## src/rtl/gray_clk_gen.sv

```systemverilog
// gray_clk_gen: head-of-chain Gray-code clock generator.
// Drives the Gray phase bus, the saturated toggle index and clkdiv2 for the
// channel chain. Counting is framed: start launches a run, stop drains the
// counter to the next frame boundary so the chain always parks at code 0.
module gray_clk_gen #(
    parameter int N_GRAY = 10,
    parameter int NOB_W  = 3
) (
    input  logic              clk_master,
    input  logic              rst,
    input  logic              start,
    input  logic              stop,
    input  logic              ud_en,
    output logic [N_GRAY-1:0] gray_clk_out,
    output logic [NOB_W-1:0]  no_ones_below_out,
    output logic              clkdiv2,
    output logic              frame_strb,
    output logic              busy
);

    localparam int unsigned IDX_CLAMP = N_GRAY - 1;
    localparam int unsigned IDX_SAT   = (1 << NOB_W) - 1;

    typedef enum logic [1:0] {
        ST_IDLE,
        ST_RUN,
        ST_DRAIN
    } state_t;

    state_t            state;
    state_t            state_nx;
    logic [N_GRAY-1:0] cnt;
    logic [N_GRAY-1:0] cnt_nx;
    logic              dir;
    logic              dir_nx;
    logic              adv;
    logic              wrap;

    // Index of the Gray bit that flips on the next advance: trailing ones
    // when counting up, trailing zeros when counting down, clamped then
    // saturated to the output width.
    function automatic logic [NOB_W-1:0] toggle_idx(input logic [N_GRAY-1:0] c,
                                                    input logic              up);
        int unsigned n;
        logic        run;
        n   = 0;
        run = 1'b1;
        for (int unsigned i = 0; i < N_GRAY; i++) begin
            if (run && (c[i] == up)) n++;
            else                     run = 1'b0;
        end
        if (n > IDX_CLAMP) n = IDX_CLAMP;
        if (n > IDX_SAT)   n = IDX_SAT;
        return n[NOB_W-1:0];
    endfunction

    // Next-state decode: FSM priority, advance enable and frame wrap.
    always_comb begin
        state_nx = state;
        dir_nx   = dir;
        adv      = 1'b0;
        case (state)
            ST_IDLE: begin
                if (start) begin
                    dir_nx   = ud_en;
                    state_nx = ST_RUN;
                end
            end
            ST_RUN: begin
                adv = 1'b1;
                if (stop) state_nx = ST_DRAIN;
            end
            ST_DRAIN: begin
                // A start cancels the drain on this edge without advancing.
                if (start) state_nx = ST_RUN;
                else       adv      = 1'b1;
            end
            default: state_nx = ST_IDLE;
        endcase
        cnt_nx = cnt;
        if (adv) cnt_nx = dir ? (cnt + 1'b1) : (cnt - 1'b1);
        wrap = adv && (cnt_nx == '0);
        if ((state == ST_DRAIN) && wrap) state_nx = ST_IDLE;
    end

    // State and registered outputs; outputs are derived from the next count
    // so they change on the same edge as cnt.
    always_ff @(posedge clk_master or posedge rst) begin
        if (rst) begin
            state             <= ST_IDLE;
            cnt               <= '0;
            dir               <= 1'b1;
            gray_clk_out      <= '0;
            no_ones_below_out <= '0;
            clkdiv2           <= 1'b0;
            frame_strb        <= 1'b0;
            busy              <= 1'b0;
        end else begin
            state             <= state_nx;
            cnt               <= cnt_nx;
            dir               <= dir_nx;
            gray_clk_out      <= cnt_nx ^ (cnt_nx >> 1);
            no_ones_below_out <= toggle_idx(cnt_nx, dir_nx);
            clkdiv2           <= cnt_nx[0];
            frame_strb        <= wrap;
            busy              <= (state_nx != ST_IDLE);
        end
    end

endmodule

```

## config.mk

```make
export PLATFORM = sky130hd
export DESIGN_NAME = gray_clk_gen
export DESIGN_NICKNAME = d
export VERILOG_FILES = /design/src/rtl/gray_clk_gen.sv
export SDC_FILE = /design/constraint.sdc
export NUM_CORES = 1
export LEC_CHECK = 0
export ABC_AREA = 1
export CAP_MARGIN = 20
export CORE_MARGIN = 2
export CORE_UTILIZATION = 53
export DETAILED_ROUTE_END_ITERATION = 8
export HOLD_SLACK_MARGIN = 0.08
export PLACE_DENSITY = 0.73
export SYNTH_ARGS = -nofsm -noshare
export SYNTH_HDL_FRONTEND = slang
export SYNTH_SLANG_ARGS = --single-unit
```

## constraint.sdc

```tcl
create_clock -name clk_master -period 5.29 [get_ports clk_master]
set_input_delay 1.058 -clock clk_master [delete_from_list [all_inputs] [get_ports clk_master]]
set_output_delay 1.058 -clock clk_master [all_outputs]
set_load 0.01 [all_outputs]
```

* Yosys cells after proc, flatten, opt, wreduce, memory -nomap -nowiden
Index checks and enable logic that the tools add are counted.
** Word-level totals
- Logic and storage cells :: 80
- Output and inout port bits :: 16
- Bits of input ports :: 5
- Register bits after elaboration :: 29
** Cells by class
- Equal/unequal tests :: 12
- $lt $le $gt $ge :: 2
- Multiplexer cells :: 31
- Add/subtract/negate cells :: 11
- Bitwise gates (word level) :: 1
- Reductions and logical operators :: 15
** Operator list (number)
- $mux W32 :: 10
- $add A32 B1 Y32 const B :: 9
- $gt A32 B3 Y1 const B :: 1
- $gt A32 B4 Y1 const B :: 1
- $mux W10 :: 2
- $mux W1 :: 13
- $logic_and A1 B1 Y1 :: 11
- $add A10 B1 Y10 const B :: 1
- $eq A1 B1 Y1 :: 10
- $logic_not A10 Y1 :: 1
- $sub A10 B1 Y10 const B :: 1
- $xor A10 B9 Y10 :: 1
- $mux W2 :: 3
- $pmux W2 S2 :: 1
- $mux W3 :: 1
- $eq A2 B1 Y1 const B :: 1
- $eq A2 B2 Y1 const B :: 1
- $logic_not A2 Y1 :: 1
- $pmux W1 S2 :: 1
- $reduce_bool A2 Y1 :: 1
- $reduce_or A2 Y1 :: 1

* Depth between registers and ports, before layout
Gate-level depths: netlist of the first run.
- Depth in word-level cells :: 27
- Mapped depth :: 44
- Depth with buffers taken out :: 43

* Worst setup path before layout of the first run
Ideal clock, no wire load.
- Path type :: input to register
- Start point :: in start
- End point :: reg no_ones_below_out[0]
- Data required time :: 5.157 ns
- Arrival :: 5.441 ns
- Setup time :: 0.133 ns
- Path slack :: -0.284 ns
- Buffers on the path :: 0
- Stages on the path :: 42
- Cell sequence :: inv_2 nand2_2 nand2_4 nand2_4 nand2_2 nand2_2 inv_1 nor2_1 o21ai_0 nand2_1 inv_1 ha_1 inv_1 nand2_1 nand2_1 inv_1 ha_1 inv_1 [... 6 more ...] ha_1 or2_2 nand2_1 inv_1 ha_1 nand2_1 nand2_1 ha_1 or2_0 nand2_1 inv_1 ha_1 nand3_1 nand2_1 inv_1 nand2_1 nand2_2 nand3_1
** RTL lines
- from (decl) :: RTL line 11 : input logic start,
- $mux W1 (*) :: RTL line 75 : if (start) state_nx = ST_RUN;
- $pmux W1 S2 (*) :: RTL line 62 : case (state)
- $mux W10 (*) :: RTL line 81 : if (adv) cnt_nx = dir ? (cnt + 1'b1) : (cnt - 1'b1);
- via cnt_nx[2] :: RTL line 33 : logic [N_GRAY-1:0] cnt_nx;
- $eq A1 B1 Y1 (*) :: RTL line 49 : if (run && (c[i] == up)) n++;
- $logic_and A1 B1 Y1 (*) :: RTL line 49
- $mux W32 or $mux W1 (tied branches) :: RTL line 49
- $add A32 B1 Y32 or $logic_and A1 B1 Y1 (tied branches) :: RTL line 49
- [... 9 more ...]
- $add A32 B1 Y32 or $logic_and A1 B1 Y1 (tied branches) :: RTL line 49
- $mux W32 or $mux W1 (tied branches) :: RTL line 49
- $add A32 B1 Y32 or $logic_and A1 B1 Y1 (tied branches) :: RTL line 49
- $mux W32 (*) :: RTL line 49
- $gt A32 B4 Y1 :: RTL line 52 : if (n > IDX_CLAMP) n = IDX_CLAMP;
- $mux W32 (*) :: RTL line 52
- $gt A32 B3 Y1 :: RTL line 53 : if (n > IDX_SAT) n = IDX_SAT;
- $mux W3 (*) :: RTL line 53
- to (signal assigned) :: RTL line 103 : no_ones_below_out <= toggle_idx(cnt_nx, dir_nx);
- to (decl) :: RTL line 15 : output logic [NOB_W-1:0] no_ones_below_out,
The timed path passes the listed nets; every way through them passes the cells marked *.

* Final worst setup path of the first run
- Start point :: in start
- End point :: reg no_ones_below_out[2]
** Between the ends
- Longest elaborated chain between the ends :: 27
** RTL lines (RTL line)
- $mux W1 (*) :: 75
- $pmux W1 S2 (*) :: 62
- $mux W10 (*) :: 81
- via cnt_nx[0] :: 33
- $eq A1 B1 Y1 (*) :: 49
- $mux W1 :: 49
- $add A32 B1 Y32 or $logic_and A1 B1 Y1 (tied branches) :: 49
- $mux W32 or $mux W1 (tied branches) :: 49
- [... 12 more ...]
- $add A32 B1 Y32 or $logic_and A1 B1 Y1 (tied branches) :: 49
- $mux W32 or $mux W1 (tied branches) :: 49
- $add A32 B1 Y32 or $logic_and A1 B1 Y1 (tied branches) :: 49
- $mux W32 (*) :: 49
- $gt A32 B4 Y1 :: 52
- $mux W32 (*) :: 52
- $gt A32 B3 Y1 :: 53
- $mux W3 (*) :: 53
Marked as above.

==> metrics.md, run 1 <==
| Metric | Value |
|---|---|
| Status | complete, but fails checks |
| Failing checks | negative setup slack |
| Clk_lat worst skew | 290 ps |
| Fin crit share | 1.00 |
| FF/Latch Area | 677 µm² |
| CP Capture Type | flop |
| Top-count cell post-synth | nand2_1 |
| Antenna violations before repair | 0 |
| Fin worst setup slack | -22.7 ps |
| Min Hold Slack | 573 ps |
| Critical Path Max Stage Delay | 270 ps |
| Distinct cells, synth | 39 |
| Synthesized-area fraction occupied by adder cells | 0.130 |
| Worst Max-Slew Pin Slew | 449 ps |
| Clk_skew | 11.1 ps |
| Vias in the first global route | 2,311 |
| Main combinational cell family by area after synthesis | simple AND/OR/NAND/NOR gates |
| Antenna Nets Post-Route | 0 |
| Startpoint Class | primary input |
| # DRC | 0 |
| Hold Path Class | reg2reg |
| Routed WL | 6210 µm |
| CTS H-tree lvls | 1 |
| CP max-delay cell | ha_1 |
| Async S/R FF share, synth | 1.00 |
| Top delay family on crit path | simple AND/OR/NAND/NOR gates |
| Share of cells above drive strength 1 | 0.306 |
| Worst Hold Path Cells | 2 |
| # port buffers | 20 |
| Antenna Cells | 0 |
| Final HPWL DP | 4460 µm |
| R2R setup slack | -20 ps |
| Arr. time, crit path | 5480 ps |
| CP required | 5460 ps |
| Most used cell, CP | nand2_1 |
| P&R area growth vs syn | 36.4% |
| Max-cap viol count | 0 |
| Num ports | 21 |
| Simple-gate portion of the synthesized area | 0.398 |
| Synth area leader | dfrtp_1 |
| Final RePlAce weighted congestion | 0.901 |
| Register bit total from synthesis | 27 |
| Post-synthesis net count | 381 |
| Root Buffer | clkbuf_8 |
| Top cells by area, synth | dfrtp_1 26%, nand2_1 17%, ha_1 12% |
| Synthesized area per cell | 7.00 µm² |
| Post-Syn Area | 2460 µm² |
| Area of the multi-input gates | 1710 µm² |
| Final hold vios | 0 |
| Synth top area share | 0.265 |
| DRT iter0 DRCs | 123 |
| Die area | 5200 µm² |
| Largest net degree at the start of global routing | 28 |
| CTS sink cnt | 27 |
| Fillers | 320 |
| Fin. max-slew vios | 0 |
| Reg2Reg Depth | 41 |
| Core region area | 4410 µm² |
| Hold_buf cts | 0 |
| 1st-pass router iterations | 4 |
| Number of synthesized flops with an enable pin | 0 |
| Worst hold path startpoint | cnt[5]$_DFF_PP0_ |
| Synth cell count leaders | 109 x nand2_1, 58 x inv_1, 38 x nand3_1 |
| Cts bufs inserted | 3 |
| Post-Syn Instances | 351 |
| Post-synthesis xor/xnor area fraction | 0.0285 |
| Final min period | 5310 ps |
| Seq/Total Area, Yosys | 0.275 |
| Clock Path Buffers | 2 |
| Vias | 2,412 |
| Final Setup Violations | 2 |
| Mux share of post-synthesis cell area | 0 |
| Main synth FF type | dfrtp_1 |
| Starting density of the core | 0.557 |
| Reg-to-reg endpoint | no_ones_below_out[2]$_DFF_PP0_ |
| Drt wl/cell | 13.1 µm |
| Worst reg2reg path startpoint | state[0]$_DFF_PP0_ |
| Remaining Overflow, GRT | 0 |
| Die H | 72.1 µm |
| Final nets | 453 |
| Syn. warnings | 0 |
| Drt via density | 5.09 |
| Worst Hold End | cnt[5]$_DFF_PP0_ |
| Critical path class | in2reg |
| First-pass GRT wire length | 10,100 µm |
| Worst-path clk slew | 100 ps |
| Slew HR | 0.698 |
| Row cnt | 24 |
| Critical-path maximum fanout | 5 |
| CTS tree | yes |
| FMAX | 0.188 GHz |
| Unrepaired setup endpoints after global routing | true |
| Buf/Inv on CP | 11 |
| Total GRT Usage | 0.244 |
| Compound-Gate Fraction of Synth Area | 0.0616 |
| Die width | 72.1 µm |
[worst register-to-register path, delay by kind of cell (launching register included)]
family	cells	cell delay, ps
xor+xnor	1	60
fa+ha+maj	8	2040
buf+inv	10	660
flops	1	430
simple gates	22	2010
[logic make-up after synthesis]
group,after synthesis
xor gates and xnor gates,8
and+or+nand+nor,204
adders and majority gates,25
AOI/OAI and AO/OA,21
buffers and inverters,66
DFF,27
[routing by layer]
layer / global-route usage / wire, µm / vias to the layer above
li1: - / - / 1246
met1: 0.344 / 2950 / 1123
met5: 0 / 0 / -
met2: 0.405 / 3050 / 34
met4: 0.0692 / 101 / 0
met3: 0.0153 / 105 / 9
[sequential cells by signal (all words and copies together) (netlist names)]
name / cells
no_ones_below_out: 3
frame_strb: 1
cnt: 10
state: 2
dir: 1
busy: 1
gray_clk_out: 9
[metrics by stage]
| stage | std cells | worst slack, ps | setup TNS, ps | util | area, µm² |
|---|---|---|---|---|---|
| after global placement | 454 | -720 | -2150 | 0.679 | 3000 |
| final | 474 | -22.7 | -28.7 | 0.760 | 3350 |
| after global routing | 474 | -320 | -947 | 0.760 | 3350 |
| after detailed placement | 454 | -855 | -2520 | 0.679 | 3000 |
| after CTS | 469 | -13.0 | -20.4 | 0.732 | 3230 |
| after floorplan | 351 | 2.10 | 0 | - | 2500 |
[cell usage in the layout, fill, tap and decap left out, types with 5 or more instances in the layout]
master           count
nand2_1            101
nand4_1              7
nand2_2             10
nor2_2               5
inv_1               50
nor2_1              11
nand2_4              7
nand3_2              8
dfrtp_1             26
inv_2                9
buf_4               50
ha_1                19
nand3_1             31
clkdlybuf4s50_1     18
xor2_1               5
a21oi_1              7
or2_2                8
[how the worst max path moves through the flow]
stage / depth (start not counted) / end / start
final: 41 / no_ones_below_out[2]$_DFF_PP0_ / start
after global routing: 42 / no_ones_below_out[0]$_DFF_PP0_ / state[0]$_DFF_PP0_
after CTS: 42 / no_ones_below_out[1]$_DFF_PP0_ / start
after detailed placement: 43 / no_ones_below_out[1]$_DFF_PP0_ / start
after global placement: 40 / no_ones_below_out[2]$_DFF_PP0_ / start
after floorplan: 39 / no_ones_below_out[0]$_DFF_PP0_ / start
[layout make-up]
cell class,instances,share of cell area
clock inverter,1,0.00224
multi-input combinational,258,0.511
inverter,62,0.0724
clock buffer,3,0.0123
tap,52,0.0194
sequential,27,0.202
timing repair buffer,71,0.181
[what timing repair did]
action,CTS,global route
endpoints found under the hold margin,0,0
endpoints found under the setup margin,3,3
buffers inserted,11,4
pin swaps,20,16
gates resized for setup,30,22
Power of run 1 is left out: the tool's default activity adds up to more than one toggle a clock period on the data nets, which glitch-free logic cannot reach.
==> run 2, diff against run 1 <==
--- a/config.mk
+++ b/config.mk
@@ -11,6 +11,7 @@
 export CORE_UTILIZATION = 53
 export DETAILED_ROUTE_END_ITERATION = 8
 export HOLD_SLACK_MARGIN = 0.08
+export MAX_ROUTING_LAYER = met4
 export PLACE_DENSITY = 0.73
 export SYNTH_ARGS = -nofsm -noshare
 export SYNTH_HDL_FRONTEND = slang
==> metrics.md, run 2 (synthesis results as in run 1) <==
| Metric | Value |
|---|---|
| Status | finished clean |
| # DRC | 0 (unchanged) |
| Commonest non-fill, non-tap cell in the layout | nand2_1 |
| Hold Path Class | reg2reg |
| Max-cap viol count | 0 (unchanged) |
| Reg-to-reg endpoint | no_ones_below_out[2]$_DFF_PP0_ |
| Most used cell, CP | nand2_1 |
| Die H | 72.1 µm (unchanged) |
| Biggest regs | cnt x10, gray_clk_out x9, no_ones_below_out x3 |
| Worst reg2reg path startpoint | dir$_DFF_PP1_ |
| Total GRT Usage | 0.237 (-0.00684) |
| Antenna violations before repair | 0 (unchanged) |
| Fillers | 325 (+1.6%) |
| CTS tree | yes |
| Reg2Reg Depth | 38 (-7.3%) |
| Startpoint Class | primary input |
| Die area | 5200 µm² (unchanged) |
| Share of cells above drive strength 1 | 0.301 (-0.00474) |
| Fin worst setup slack | 88.1 ps (+111 ps) |
| Worst-path clk slew | 90 ps (about the same) |
| Arr. time, crit path | 5360 ps (-120 ps) |
| Final RePlAce weighted congestion | 0.916 (+1.7%) |
| Largest net degree at the start of global routing | 28 (unchanged) |
| Max reg flops | 10 (unchanged) |
| # port buffers | 20 (unchanged) |
| Min Hold Slack | 559 ps (-13.8 ps) |
| 1st-pass router iterations | 4 (unchanged) |
| Starting density of the core | 0.557 (unchanged) |
| CP max-delay cell | ha_1 |
| Worst Max-Slew Pin Slew | 436 ps (-13.8 ps) |
| Final min period | 5200 ps (-111 ps) |
| Worst Hold Path Cells | 2 (unchanged) |
| Antenna Cells | 0 (unchanged) |
| Drt via density | 5.01 (-1.6%) |
| Finished Layout Cells | 474 (unchanged) |
| Critical path class | in2reg |
| Unrepaired setup endpoints after global routing | true |
| Reg with most FFs | cnt |
| Final Setup Violations | 0 (-2) |
| Remaining Overflow, GRT | 0 (unchanged) |
| Vias in the first global route | 2,188 (-5.3%) |
| Clk_lat worst skew | 280 ps (about the same) |
| DRT iter0 DRCs | 67 (-46%) |
| Clock Path Buffers | 2 (unchanged) |
| CTS sink cnt | 27 (unchanged) |
| R2R setup slack | 130 ps (+150 ps) |
| Vias | 2,373 (-1.6%) |
| Dpl ws | -888 ps (-33.1 ps) |
| Routed WL | 5890 µm (-5.1%) |
| Fin crit share | 0.983 (-0.0210) |
| P&R area growth vs syn | 35.7% |
| Slew HR | 0.707 (+0.00910) |
| Fin. max-slew vios | 0 (unchanged) |
| Final hold vios | 0 (unchanged) |
| First-pass GRT wire length | 9570 µm (-5.3%) |
| Cts bufs inserted | 3 (unchanged) |
| Most frequent cells in the layout | 100 x nand2_1, 52 x inv_1, 48 x buf_4 |
| Drt wl/cell | 12.4 µm (-5.1%) |
| Worst Hold End | cnt[5]$_DFF_PP0_ |
| CP required | 5450 ps (about the same) |
| Worst hold path startpoint | cnt[5]$_DFF_PP0_ |
| CP Capture Type | flop |
| Antenna Nets Post-Route | 0 (unchanged) |
| FMAX | 0.192 GHz (+2.1%) |
| Clk_skew | 5.12 ps (-5.96 ps) |
| Final nets | 453 (unchanged) |
| Core region area | 4410 µm² (unchanged) |
| Critical-path maximum fanout | 5 (unchanged) |
| CTS H-tree lvls | 1 (unchanged) |
| Critical Path Max Stage Delay | 280 ps (about the same) |
| Num ports | 21 (unchanged) |
| Row cnt | 24 (unchanged) |
| Die width | 72.1 µm (unchanged) |
| Dpl cells | 453 (-0.22%) |
| Root Buffer | clkbuf_8 |
| Final HPWL DP | 4440 µm (-0.48%) |
-- run 2: cell count changes in the layout (fill, tap and decap cells not counted), moves of 2 or more --
cell     change
buf_6        +2
inv_1        +2
nand2_2      +2
buf_4        -2
-- run 2: per-layer routing --
| layer | global-route usage | part of all wire |
|---|---|---|
| met5 | - | 0 |
| met3 | 0.0208 | 0.021 |
| met4 | 0.0587 | 0.016 |
| met2 | 0.393 | 0.49 |
| met1 | 0.313 | 0.48 |
-- run 2: worst max-delay path, delay by kind of cell --
family / cells / cell delay [ps]
buffers and inverters: 10 / 560
adder cells (fa/ha/maj): 7 / 1660
AND/OR/NAND/NOR: 24 / 1970
AO/OA/AOI/OAI: 1 / 70
-- run 2: repair_timing --
item,4_1_cts,5_1_grt
hold buffers,0,0
pin swaps,19,20
buffers inserted,13,3
endpoints found under the setup margin,3,3
gates resized for setup,27,18
-- run 2: worst max-delay path by stage --
stage | startpoint | to | slack, ps | depth (start not counted)
finish | start | no_ones_below_out[2]$_DFF_PP0_ | 90 | 42
global route | dir$_DFF_PP1_ | no_ones_below_out[0]$_DFF_PP0_ | -230 | 43
floorplan | start | no_ones_below_out[0]$_DFF_PP0_ | 2 | 39
detailed placement | start | no_ones_below_out[1]$_DFF_PP0_ | -890 | 40
global placement | start | no_ones_below_out[1]$_DFF_PP0_ | -740 | 36
CTS | start | no_ones_below_out[2]$_DFF_PP0_ | -80 | 42
-- run 2: final cells by class --
type / count / area, µm² / share of cell area
Timing Repair Buffer: 71 / 611 / 0.183
Inverter: 62 / 235 / 0.0705
Sequential cell: 27 / 677 / 0.203
Tap cell: 52 / 65.1 / 0.0195
Clock inverter: 1 / 5.00 / 0.00150
Clock buffer: 3 / 41.3 / 0.0124
Multi-Input combinational cell: 258 / 1700 / 0.510
-- run 2: through the flow --
| stage | utilization | cell area [µm²] | TNS, ps |
|---|---|---|---|
| after floorplan | - | 2500 | 0 |
| after global placement | 0.677 | 2990 | -2210 |
| after detailed placement | 0.677 | 2990 | -2660 |
| after CTS | 0.726 | 3210 | -226 |
| after global routing | 0.756 | 3340 | -673 |
| final | 0.756 | 3340 | 0 |
Power of run 2 is left out for the same reason.
==> run 3, diff against run 2 <==
==> constraint.sdc (replaced) <==
create_clock -name clk_master -period 5.29 [get_ports clk_master]
set_input_delay 0.529 -clock clk_master [delete_from_list [all_inputs] [get_ports clk_master]]
set_output_delay 0.529 -clock clk_master [all_outputs]
set_load 0.01 [all_outputs]
==> metrics.md, run 3 (synthesis results as in run 1) <==
| Metric | Value |
|---|---|
| Status | complete, but fails checks |
| Failing checks | negative setup slack |
| 1st-pass router iterations | 4 (unchanged) |
| Final RePlAce weighted congestion | 0.928 (+1.3%) |
| Antenna Nets Post-Route | 0 (unchanged) |
| Worst reg2reg path startpoint | dir$_DFF_PP1_ |
| Fin worst setup slack | -157 ps (-245 ps) |
| Critical Path Max Stage Delay | 610 ps (+330 ps) |
| FMAX | 0.184 GHz (-4.5%) |
| Total GRT Usage | 0.236 (-0.00119) |
| Cts bufs inserted | 3 (unchanged) |
| Die area | 5200 µm² (unchanged) |
| Reg-to-reg endpoint | no_ones_below_out[2]$_DFF_PP0_ |
| Hold Path Class | reg2reg |
| Final Setup Violations | 3 (+3) |
| Num ports | 21 (unchanged) |
| Final min period | 5450 ps (+245 ps) |
| Fin crit share | 1.03 (+0.0463) |
| DRT iter0 DRCs | 111 (+66%) |
| Most used cell, CP | nand2_2 |
| Root Buffer | clkbuf_8 |
| Starting density of the core | 0.557 (unchanged) |
| Final hold vios | 0 (unchanged) |
| Finished Core Util | 0.747 (-0.00879) |
| Final nets | 454 (+0.22%) |
| Die width | 72.1 µm (unchanged) |
| Fin Setup TNS | -452 ps (-452 ps) |
| Share of cells above drive strength 1 | 0.307 (+0.00638) |
| # port buffers | 20 (unchanged) |
| R2R setup slack | -160 ps (-290 ps) |
| Commonest non-fill, non-tap cell in the layout | nand2_1 |
| CTS tree | yes |
| Clk_skew | 5.26 ps (+0.143 ps) |
| Final HPWL DP | 4350 µm (-1.8%) |
| # DRC | 0 (unchanged) |
| Max reg flops | 10 (unchanged) |
| Arr. time, crit path | 5590 ps (+230 ps) |
| CP Capture Type | flop |
| CTS sink cnt | 27 (unchanged) |
| CP required | 5430 ps (-20 ps) |
| Antenna violations before repair | 0 (unchanged) |
| CTS H-tree lvls | 1 (unchanged) |
| Startpoint Class | flop |
| Biggest regs | cnt x10, gray_clk_out x9, no_ones_below_out x3 |
| P&R area growth vs syn | 34.1% |
| Slew HR | 0.712 (+0.00431) |
| Dpl cells | 455 (+0.44%) |
| Drt via density | 5.11 (+2.0%) |
| Finished Layout Cells | 475 (+0.21%) |
| Worst Max-Slew Pin Slew | 429 ps (-6.19 ps) |
| Unrepaired setup endpoints after global routing | true |
| Clk_lat worst skew | 270 ps (about the same) |
| Largest net degree at the start of global routing | 28 (unchanged) |
| Worst Hold End | cnt[5]$_DFF_PP0_ |
| Remaining Overflow, GRT | 0 (unchanged) |
| First-pass GRT wire length | 9570 µm (unchanged) |
| Min Hold Slack | 566 ps (+6.24 ps) |
| Reg2Reg Depth | 38 (unchanged) |
| Vias in the first global route | 2,243 (+2.5%) |
| Core region area | 4410 µm² (unchanged) |
| Die H | 72.1 µm (unchanged) |
| Row cnt | 24 (unchanged) |
| CP max-delay cell | dfstp_2 |
| Max-cap viol count | 0 (unchanged) |
| Antenna Cells | 0 (unchanged) |
| Vias | 2,425 (+2.2%) |
| Drt wl/cell | 12.7 µm (+2.1%) |
| Fin. max-slew vios | 0 (unchanged) |
| Routed WL | 6030 µm (+2.3%) |
| Most frequent cells in the layout | 101 x nand2_1, 52 x buf_4, 49 x inv_1 |
| Reg with most FFs | cnt |
| Worst hold path startpoint | cnt[5]$_DFF_PP0_ |
| Critical path class | reg2reg |
| Hold_buf cts | 0 (unchanged) |
| Worst Hold Path Cells | 2 (unchanged) |
| Worst-path clk slew | 90 ps (about the same) |
| Clock Path Buffers | 2 (unchanged) |
| Critical-path maximum fanout | 3 (-2) |
==> run 3: final cells by class <==
cell class,count,area [µm²]
clock buffer,3,41.3
tap,52,65.1
fill,316,1120
clock inverter,1,5.00
multi-input combinational,258,1680
sequential,27,678
inverter,62,235
timing repair buffer,72,593
==> run 3: critical path: cells and delay by family (launching register included) <==
kind	cells	cell delay, ps
DFF	1	610
adders and majority gates	8	2030
and+or+nand+nor	21	2090
AOI/OAI and AO/OA	1	140
buffers and inverters	8	420
==> run 3: metal layers <==
metal | wire (µm) | vias up | track usage
met1 | 2840 | 1117 | 0.320
met4 | 65 | 0 | 0.0377
li1 | - | 1245 | -
met3 | 224 | 8 | 0.0167
met5 | 0 | - | -
met2 | 2890 | 55 | 0.394
==> run 3: worst max-delay path by stage <==
stage               depth (start not counted)          start  slack, ps                        endpoint
global placement                           43          start       -330  no_ones_below_out[1]$_DFF_PP0_
detailed placement                         43          start       -510  no_ones_below_out[2]$_DFF_PP0_
floorplan                                  44  dir$_DFF_PP1_          3  no_ones_below_out[0]$_DFF_PP0_
global route                               38  dir$_DFF_PP1_       -390  no_ones_below_out[2]$_DFF_PP0_
finish                                     38  dir$_DFF_PP1_       -160  no_ones_below_out[2]$_DFF_PP0_
CTS                                        38  dir$_DFF_PP1_         10  no_ones_below_out[2]$_DFF_PP0_
==> run 3: timing repair <==
| action | CTS | global route |
|---|---|---|
| cloned | 0 | 0 |
| setup endpoints to repair | 3 | 3 |
| setup buffers | 11 | 6 |
| pin swaps | 22 | 20 |
| resized for setup | 9 | 27 |
==> run 3: per-stage QoR <==
stage,area (µm²),worst slack [ps]
finish,3300,-157
global route,3300,-388
CTS,3160,12.6
detailed placement,2990,-509
global placement,2990,-327
floorplan,2490,3.09
Power of run 3 is left out for the same reason.
==> variant (flow settings as in run 3) <==
Change the parameter `NOB_W` from 3 to 2.
--- a/src/rtl/gray_clk_gen.sv
+++ b/src/rtl/gray_clk_gen.sv
@@ -6,3 +6,3 @@
     parameter int N_GRAY = 10,
-    parameter int NOB_W  = 3
+    parameter int NOB_W  = 2
 ) (
Ports: changed (resized no_ones_below_out); port bits go from 21 to 20. The function was not compared with the original's and may differ.
==> variant against run 3 <==
Worst hold slack worse by 110 ps; sequential cell count fell by 1; worst setup slack better by 250 ps; cell area down 1.6%; routed wire length is 2.5% lower; non-clock buffer count is 11 lower; synthesized area grew 2.0%; sequential share of layout area decreased by 0.44 points; highest routed layer unchanged; critical endpoint is now no_ones_below_out[1].
Power is left out: the tool's default activity adds up to more than one toggle a clock period on the data nets, which glitch-free logic cannot reach.
==> variant: results <==
placement:
  dp.final_hpwl_um: 4390
  placement.io_buffers: 19
  post-place-ws_ps: -414
finish:
  signal_buffers: 61
  filler_cells: 373
  largest_registers: "cnt: 10 flops, gray_clk_out: 9 flops"
  layout-drive-gt1-share: 0.295
  buffer_area_frac: 0.165
  clock_buffer_count: 4
  design_area_um2: 3250
drt:
  drt_iter0_drc: 125
  wl_um: 5880
  met1_length_um: 2670
  routed-wl-met3_um: 142
  routed_via_density: 5.14
worst_setup_path:
  cp.arrival_ps: 5350
  timing.critical_path.max_delay_family: "adder cells"
yosys:
  syn_nets: 376
  part_of_the_yosys_area_used_for_sequential_elements: 0.260
  number_of_standard_cells_after_synthesis: 346
  synth.top_cells.by_count: "nand2_1, inv_1, nand3_1, dfrtp_1, ha_1"
min_path:
  hold_class: "input port to async pin"
timing:
  timing.hold.ws_ps: 454
global_route:
  grt_pass1_wl_um: 9800
  grt_pass1_vias: 2312
  globalRouteTotalUtil: 0.237
outcome:
  outcome: "completed"
variant: changes by cell type in the layout (fill, tap and decap cells not counted), moves of 3 or more:
cell / delta
nand2_1: -14
buf_4: -12
nand2_4: +8
nand2_2: +7
nand3_1: +7
or2_2: -6
inv_2: -5
or2_1: +5
inv_1: -3
inv_4: +3
nand3_2: -3
variant: cells by family after synthesis:
group	count (synthesis)	share of synthesized area
AO/OA/AOI/OAI	15	0.0379
XOR/XNOR	10	0.0349
adder cells (fa/ha/maj)	25	0.128
buffers and inverters	60	0.104
flip-flops	26	0.260
AND/OR/NAND/NOR	210	0.435
variant: worst reg2reg max path: cells and delay by family, from the launching register on:
| kind | cells | cell delay, ps |
|---|---|---|
| DFF | 1 | 620 |
| adders and majority gates | 8 | 2190 |
| buffers and inverters | 3 | 130 |
| and+or+nand+nor | 21 | 2140 |
variant: timing repair:
item,4_1_cts,5_1_grt
hold buffers,0,0
pin swaps,26,21
gates resized for setup,6,22
hold endpoints to repair,0,0
setup endpoints to repair,2,2
buffers inserted,12,2
